$ cat src/rtl/multdiv_sched_pkg.sv
// multdiv_sched_pkg: state encoding, ALU op codes and $rstatus constants shared by the scheduler.
// Latency: n/a (types and constants only).
// Backpressure: n/a.
package multdiv_sched_pkg;

  typedef enum logic [1:0] {
    ST_IDLE  = 2'd0,
    ST_START = 2'd1,
    ST_BUSY  = 2'd2,
    ST_DONE  = 2'd3
  } md_state_t;

  typedef enum logic [4:0] {
    OP_MULT = 5'b00110,
    OP_DIV  = 5'b00111
  } md_op_t;

  localparam logic [4:0] RSTATUS_REG = 5'd30;
  localparam logic [2:0] EXC_MULT    = 3'd4;
  localparam logic [2:0] EXC_DIV     = 3'd5;

  // $rstatus code written back when the unit flags an exception (or the op is aborted).
  function automatic logic [2:0] exc_code(input md_op_t op);
    return (op == OP_MULT) ? EXC_MULT : EXC_DIV;
  endfunction

endpackage

$ cat src/rtl/multdiv_busy_counter.sv
// multdiv_busy_counter: saturating busy-cycle counter with clear, enable and terminal-count flag.
// Latency: count updates on the clock edge after clear/en; tc is combinational from count and en.
// Backpressure: none; tc fires in the enabled cycle that will bring count up to TERM.
module multdiv_busy_counter #(
  parameter int CNT_W = 6,
  parameter int TERM  = 40
) (
  input  logic             clock,
  input  logic             reset,
  input  logic             clear,
  input  logic             en,
  output logic [CNT_W-1:0] count,
  output logic             tc
);

  // Count enabled cycles, sticking at all-ones rather than wrapping.
  always_ff @(posedge clock or posedge reset) begin
    if (reset) begin
      count <= '0;
    end else if (clear) begin
      count <= '0;
    end else if (en && (count != '1)) begin
      count <= count + 1'b1;
    end
  end

  // Terminal flag: this enabled cycle is the TERM-th one.
  assign tc = en && (count == CNT_W'(TERM - 1));

endmodule

$ cat src/rtl/multdiv_sched.sv
// multdiv_sched: issues one mult/div to the shared iterative unit and writes back its result ($rstatus on exception).
// Latency: issue -> wb_valid in 3 cycles minimum (START, BUSY with ready, DONE); MULTDIV_TIMEOUT_EN adds a BUSY watchdog.
// Backpressure: stall held through START and BUSY; issue only accepted in IDLE, flush cancels the op without writeback.
module multdiv_sched
  import multdiv_sched_pkg::*;
#(
  parameter int DATA_W         = 32,
  parameter int CNT_W          = 6,
  parameter int TIMEOUT_CYCLES = 40
) (
  input  logic              clock,
  input  logic              reset,
  input  logic              issue_valid,
  input  logic              issue_mult,
  input  logic              issue_div,
  input  logic [DATA_W-1:0] issue_a,
  input  logic [DATA_W-1:0] issue_b,
  input  logic [4:0]        issue_rd,
  input  logic              flush,
  output logic [DATA_W-1:0] md_a,
  output logic [DATA_W-1:0] md_b,
  output logic              md_ctrl_mult,
  output logic              md_ctrl_div,
  input  logic [DATA_W-1:0] md_result,
  input  logic              md_exception,
  input  logic              md_resultRDY,
  output logic              stall,
  output logic              wb_valid,
  output logic [DATA_W-1:0] wb_data,
  output logic [4:0]        wb_reg,
  output logic [CNT_W-1:0]  busy_cycles,
  output logic              timeout_err
);

  md_state_t         state_q, state_d;
  md_op_t            op_q;
  logic [DATA_W-1:0] a_q, b_q;
  logic [4:0]        rd_q;
  logic              accept;
  logic              capture;
  logic              cnt_en;
  logic              cnt_tc;
  logic              tmo_hit;

  assign cnt_en = (state_q == ST_BUSY);

  multdiv_busy_counter #(
    .CNT_W (CNT_W),
    .TERM  (TIMEOUT_CYCLES)
  ) u_busy_counter (
    .clock (clock),
    .reset (reset),
    .clear (accept),
    .en    (cnt_en),
    .count (busy_cycles),
    .tc    (cnt_tc)
  );

`ifdef MULTDIV_TIMEOUT_EN
  assign tmo_hit = cnt_tc;

  // Watchdog flag: set when an op is aborted for lack of a result, cleared only by reset.
  always_ff @(posedge clock or posedge reset) begin
    if (reset) begin
      timeout_err <= 1'b0;
    end else if (capture && !md_resultRDY) begin
      timeout_err <= 1'b1;
    end
  end
`else
  logic unused_tc;
  assign unused_tc   = cnt_tc;
  assign tmo_hit     = 1'b0;
  assign timeout_err = 1'b0;
`endif

  // State register; reset abandons any op in flight.
  always_ff @(posedge clock or posedge reset) begin
    if (reset) begin
      state_q <= ST_IDLE;
    end else begin
      state_q <= state_d;
    end
  end

  // Next state plus the one-cycle accept/capture strobes. DONE always returns to IDLE so the
  // still-resident instruction is not re-issued; flush beats a simultaneous result.
  always_comb begin
    state_d = state_q;
    accept  = 1'b0;
    capture = 1'b0;
    case (state_q)
      ST_IDLE: begin
        if (issue_valid && (issue_mult ^ issue_div) && !flush) begin
          state_d = ST_START;
          accept  = 1'b1;
        end
      end
      ST_START: begin
        state_d = flush ? ST_IDLE : ST_BUSY;
      end
      ST_BUSY: begin
        if (flush) begin
          state_d = ST_IDLE;
        end else if (md_resultRDY || tmo_hit) begin
          state_d = ST_DONE;
          capture = 1'b1;
        end
      end
      ST_DONE: begin
        state_d = ST_IDLE;
      end
      default: begin
        state_d = ST_IDLE;
      end
    endcase
  end

  // Operand/destination latches feeding the unit; held until the next accept.
  always_ff @(posedge clock or posedge reset) begin
    if (reset) begin
      a_q  <= '0;
      b_q  <= '0;
      rd_q <= '0;
      op_q <= OP_MULT;
    end else if (accept) begin
      a_q  <= issue_a;
      b_q  <= issue_b;
      rd_q <= issue_rd;
      op_q <= issue_mult ? OP_MULT : OP_DIV;
    end
  end

  // Writeback value, captured on entry to DONE; a watchdog abort is reported like an exception.
  always_ff @(posedge clock or posedge reset) begin
    if (reset) begin
      wb_data <= '0;
      wb_reg  <= '0;
    end else if (capture) begin
      if (md_resultRDY && !md_exception) begin
        wb_data <= md_result;
        wb_reg  <= rd_q;
      end else begin
        wb_data <= DATA_W'(exc_code(op_q));
        wb_reg  <= RSTATUS_REG;
      end
    end
  end

  assign md_a         = a_q;
  assign md_b         = b_q;
  assign md_ctrl_mult = (state_q == ST_START) && (op_q == OP_MULT);
  assign md_ctrl_div  = (state_q == ST_START) && (op_q == OP_DIV);
  assign stall        = (state_q == ST_START) || (state_q == ST_BUSY);
  assign wb_valid     = (state_q == ST_DONE);

endmodule

$ cat config.mk
export PLATFORM = sky130hd
export DESIGN_NAME = multdiv_sched
export DESIGN_NICKNAME = d
export VERILOG_FILES = /design/src/rtl/multdiv_sched_pkg.sv /design/src/rtl/multdiv_busy_counter.sv /design/src/rtl/multdiv_sched.sv
export SDC_FILE = /design/constraint.sdc
export NUM_CORES = 1
export LEC_CHECK = 0
export CORE_MARGIN = 4
export CORE_UTILIZATION = 42
export CTS_CLUSTER_SIZE = 12
export DETAILED_ROUTE_END_ITERATION = 16
export GPL_ROUTABILITY_DRIVEN = 0
export PLACE_DENSITY = 0.8
export SYNTH_ARGS = -nofsm -noshare
export SYNTH_HDL_FRONTEND = slang
export SYNTH_HIERARCHICAL = 1
export SYNTH_SLANG_ARGS = --single-unit
$ cat constraint.sdc
create_clock -name clock -period 4.14 [get_ports clock]
set_input_delay 0.621 -clock clock [delete_from_list [all_inputs] [get_ports clock]]
set_output_delay 0.621 -clock clock [all_outputs]
set_load 0.005 [all_outputs]
==> results.sh <==
export IMPL_antenna_found_initial=0
export IMPL_setup_tns_ns=0
export IMPL_fin_hold_ws_ns=0.478
export IMPL_drc=0
export IMPL_ir_drop_uv=307
export IMPL_worst_slew_pin_slew_ns=1.10
export IMPL_skew_ns=0.00586
export IMPL_fill_cells=861
export IMPL_finalHoldViolCount=0
export IMPL_cp_top_family="buffers and inverters"
export IMPL_combPwrFrac=0.394
export IMPL_wl_per_cell_um=17.9
export IMPL_area_growth_pct=54.7
export IMPL_yosys_warnings=6
export IMPL_first_pass_iters=4
export IMPL_end_kind="register"
export IMPL_postCtsSetupBuffers=0
export IMPL_worstPathRequired_ns=4.42
export IMPL_leakagePower_nw=3.40
export IMPL_min_path_cells=2
export IMPL_drv_slew=0
export IMPL_num_vias=3638
export IMPL_critPathArrivalTime_ns=2.76
export IMPL_cp_cell_sequence="clkdlybuf4s50_1, xor2_1, and4b_4, buf_12, mux2_4"
export IMPL_tritoncts="done"
export IMPL_critPathBufInv=2
export IMPL_postSynthCellCount=373
export IMPL_cts_made_buffers=17
export IMPL_crit_path_top_delay_cell="and4b_4"
export IMPL_grt_pass1_wl_mm=20.7
export IMPL_fin_area_um2=7830
export IMPL_clk_latency_ns=0.41
export IMPL_antenna_cells=0
export IMPL_routed_wl_mm=13.3
export IMPL_cts_root_buffer="clkbuf_16"
export IMPL_dieHeight_um=118
export IMPL_rows=39
export IMPL_io_pins=221
export IMPL_core_area_um2=11600
export IMPL_cts_hold_buf=0
export IMPL_postRouteAntennaNets=0
export IMPL_cts_resized=0
export IMPL_p_int_mw=3.99
export IMPL_max_freq_ghz=0.404
export IMPL_timing_final_crit_share=0.597
export IMPL_utilization=0.675
export IMPL_setup_violations=0
export IMPL_drive_above_1_share=0.177
export IMPL_grt_overflow=0
export IMPL_cts_buffer_depth=2
export IMPL_dpl_hpwl_mm=9.59
export IMPL_crit_cells=5
export IMPL_cpPeakStageDelay_ns=0.76
export IMPL_start_util=0.436
export IMPL_r2r_cells=5
export IMPL_swShare=0.266
export IMPL_worst_setup_path_type="input port to register"
export IMPL_path_clk_slew_ns=0.05
export IMPL_rsz0062_at_grt="false"
export IMPL_track_usage=0.190
export IMPL_drt_iter0_drc=166
export IMPL_register_area_um2=2880
export IMPL_routed_via_density=4.87
export IMPL_share_seq_of_total_power=0.361
export IMPL_power_density_nw_per_um2=694
export IMPL_synth_area_um2=5060
export IMPL_h_tree_depth=4
export IMPL_die_w_um=118
export IMPL_grt_start_max_net_pins=75
export IMPL_grt_pass1_vias=3848
export IMPL_multiInputGateArea_um2=1950
export IMPL_switchingPower_mw=1.45
export IMPL_drv_cap=0
export IMPL_syn_avg_cell_area_um2=13.6
export IMPL_clock_sinks=115
export IMPL_hold_class="register to register"
export IMPL_pwr_share_clk=0.244
export IMPL_status="complete, no violations"
export IMPL_synth_nets=487
export IMPL_cp_max_fo=35
export IMPL_start_kind="input port"
export IMPL_layout_min_cycle_time_ns=2.47
export IMPL_die_area_um2=13900
export IMPL_placed_cell_area_um2=7300
export IMPL_fin_nets=707
export IMPL_relSlewSlack=0.264
export IMPL_port_buffers=219
## placed cells by master, fill, tap and decap left out, drive strengths merged, types with 2 or more instances in the layout
master and instances:
buf 4, nand2b 31, dfrtp 115, clkbuf 24, a211oi 2, nor2 8, nor3b 2, clkdlybuf4s50 219
o311ai 2, and4 2, clkinv 5, mux2i 3, nand3 3, inv 7, a31oi 4, mux2 69
and2 2, ha 5, o21ai 38, nand2 42, nor2b 2
## routing by layer
layer / GRT usage / vias to the layer above / part of all wire / wire length, um
li1: - / 1711 / - / -
met1: 0.216 / 1771 / 0.41 / 5410
met2: 0.327 / 131 / 0.52 / 6900
met3: 0.0630 / 25 / 0.054 / 725
met4: 0.0828 / 0 / 0.022 / 300
met5: 0 / - / 0 / 0
## worst register-to-register path, stage by stage, from the launching register on
cell and delay [ns]:
dfrtp_1 0.41, inv_1 0.12, ha_1 0.23, and4b_4 0.75
buf_12 0.34, mux2_4 0.35
## through the flow
step / instances / power (mW) / worst slack [ns]
floorplan: 373 / 2.82 / 0.645
global placement: 717 / 4.05 / 1.31
detailed placement: 717 / 4.13 / 1.25
CTS: 747 / 5.51 / 1.68
global route: 747 / 5.72 / 1.59
finish: 747 / 5.44 / 1.67
## power by group through the flow
| stage | sequential [mW] | clock (mW) | combinational, mW |
|---|---|---|---|
| floorplan | 1.98 | 0 | 0.842 |
| global placement | 1.96 | 0 | 2.09 |
| detailed placement | 1.98 | 0 | 2.15 |
| CTS | 1.97 | 1.36 | 2.18 |
| global route | 2.03 | 1.42 | 2.28 |
| finish | 1.96 | 1.33 | 2.14 |
## worst paths after layout
check | slack [ns] | startpoint | to
worst min-delay path | 0.48 | wb_reg[4]$_DFFE_PP0P_ | wb_reg[4]$_DFFE_PP0P_
max in group asynchronous | 2.64 | reset | md_b[19]$_DFFE_PP0P_
worst min register to register | 0.48 | wb_reg[4]$_DFFE_PP0P_ | wb_reg[4]$_DFFE_PP0P_
worst max-delay path | 1.67 | issue_mult | md_a[6]$_DFFE_PP0P_
min in group asynchronous | 0.52 | reset | u_busy_counter/count[5]$_DFFE_PP0P_
worst max register to register | 1.82 | state_q[1]$_DFFE_PP0P_ | md_a[6]$_DFFE_PP0P_
## area by class of cell
class | count | share of cell area
clock buffers | 24 | 0.0615
clock inverters | 6 | 0.00703
inverters | 7 | 0.00367
multi-input cells | 229 | 0.249
flip-flops and latches | 115 | 0.367
well taps | 143 | 0.0228
repair buffers | 223 | 0.288
No activity file was read; power rests on OpenSTA's default activity.
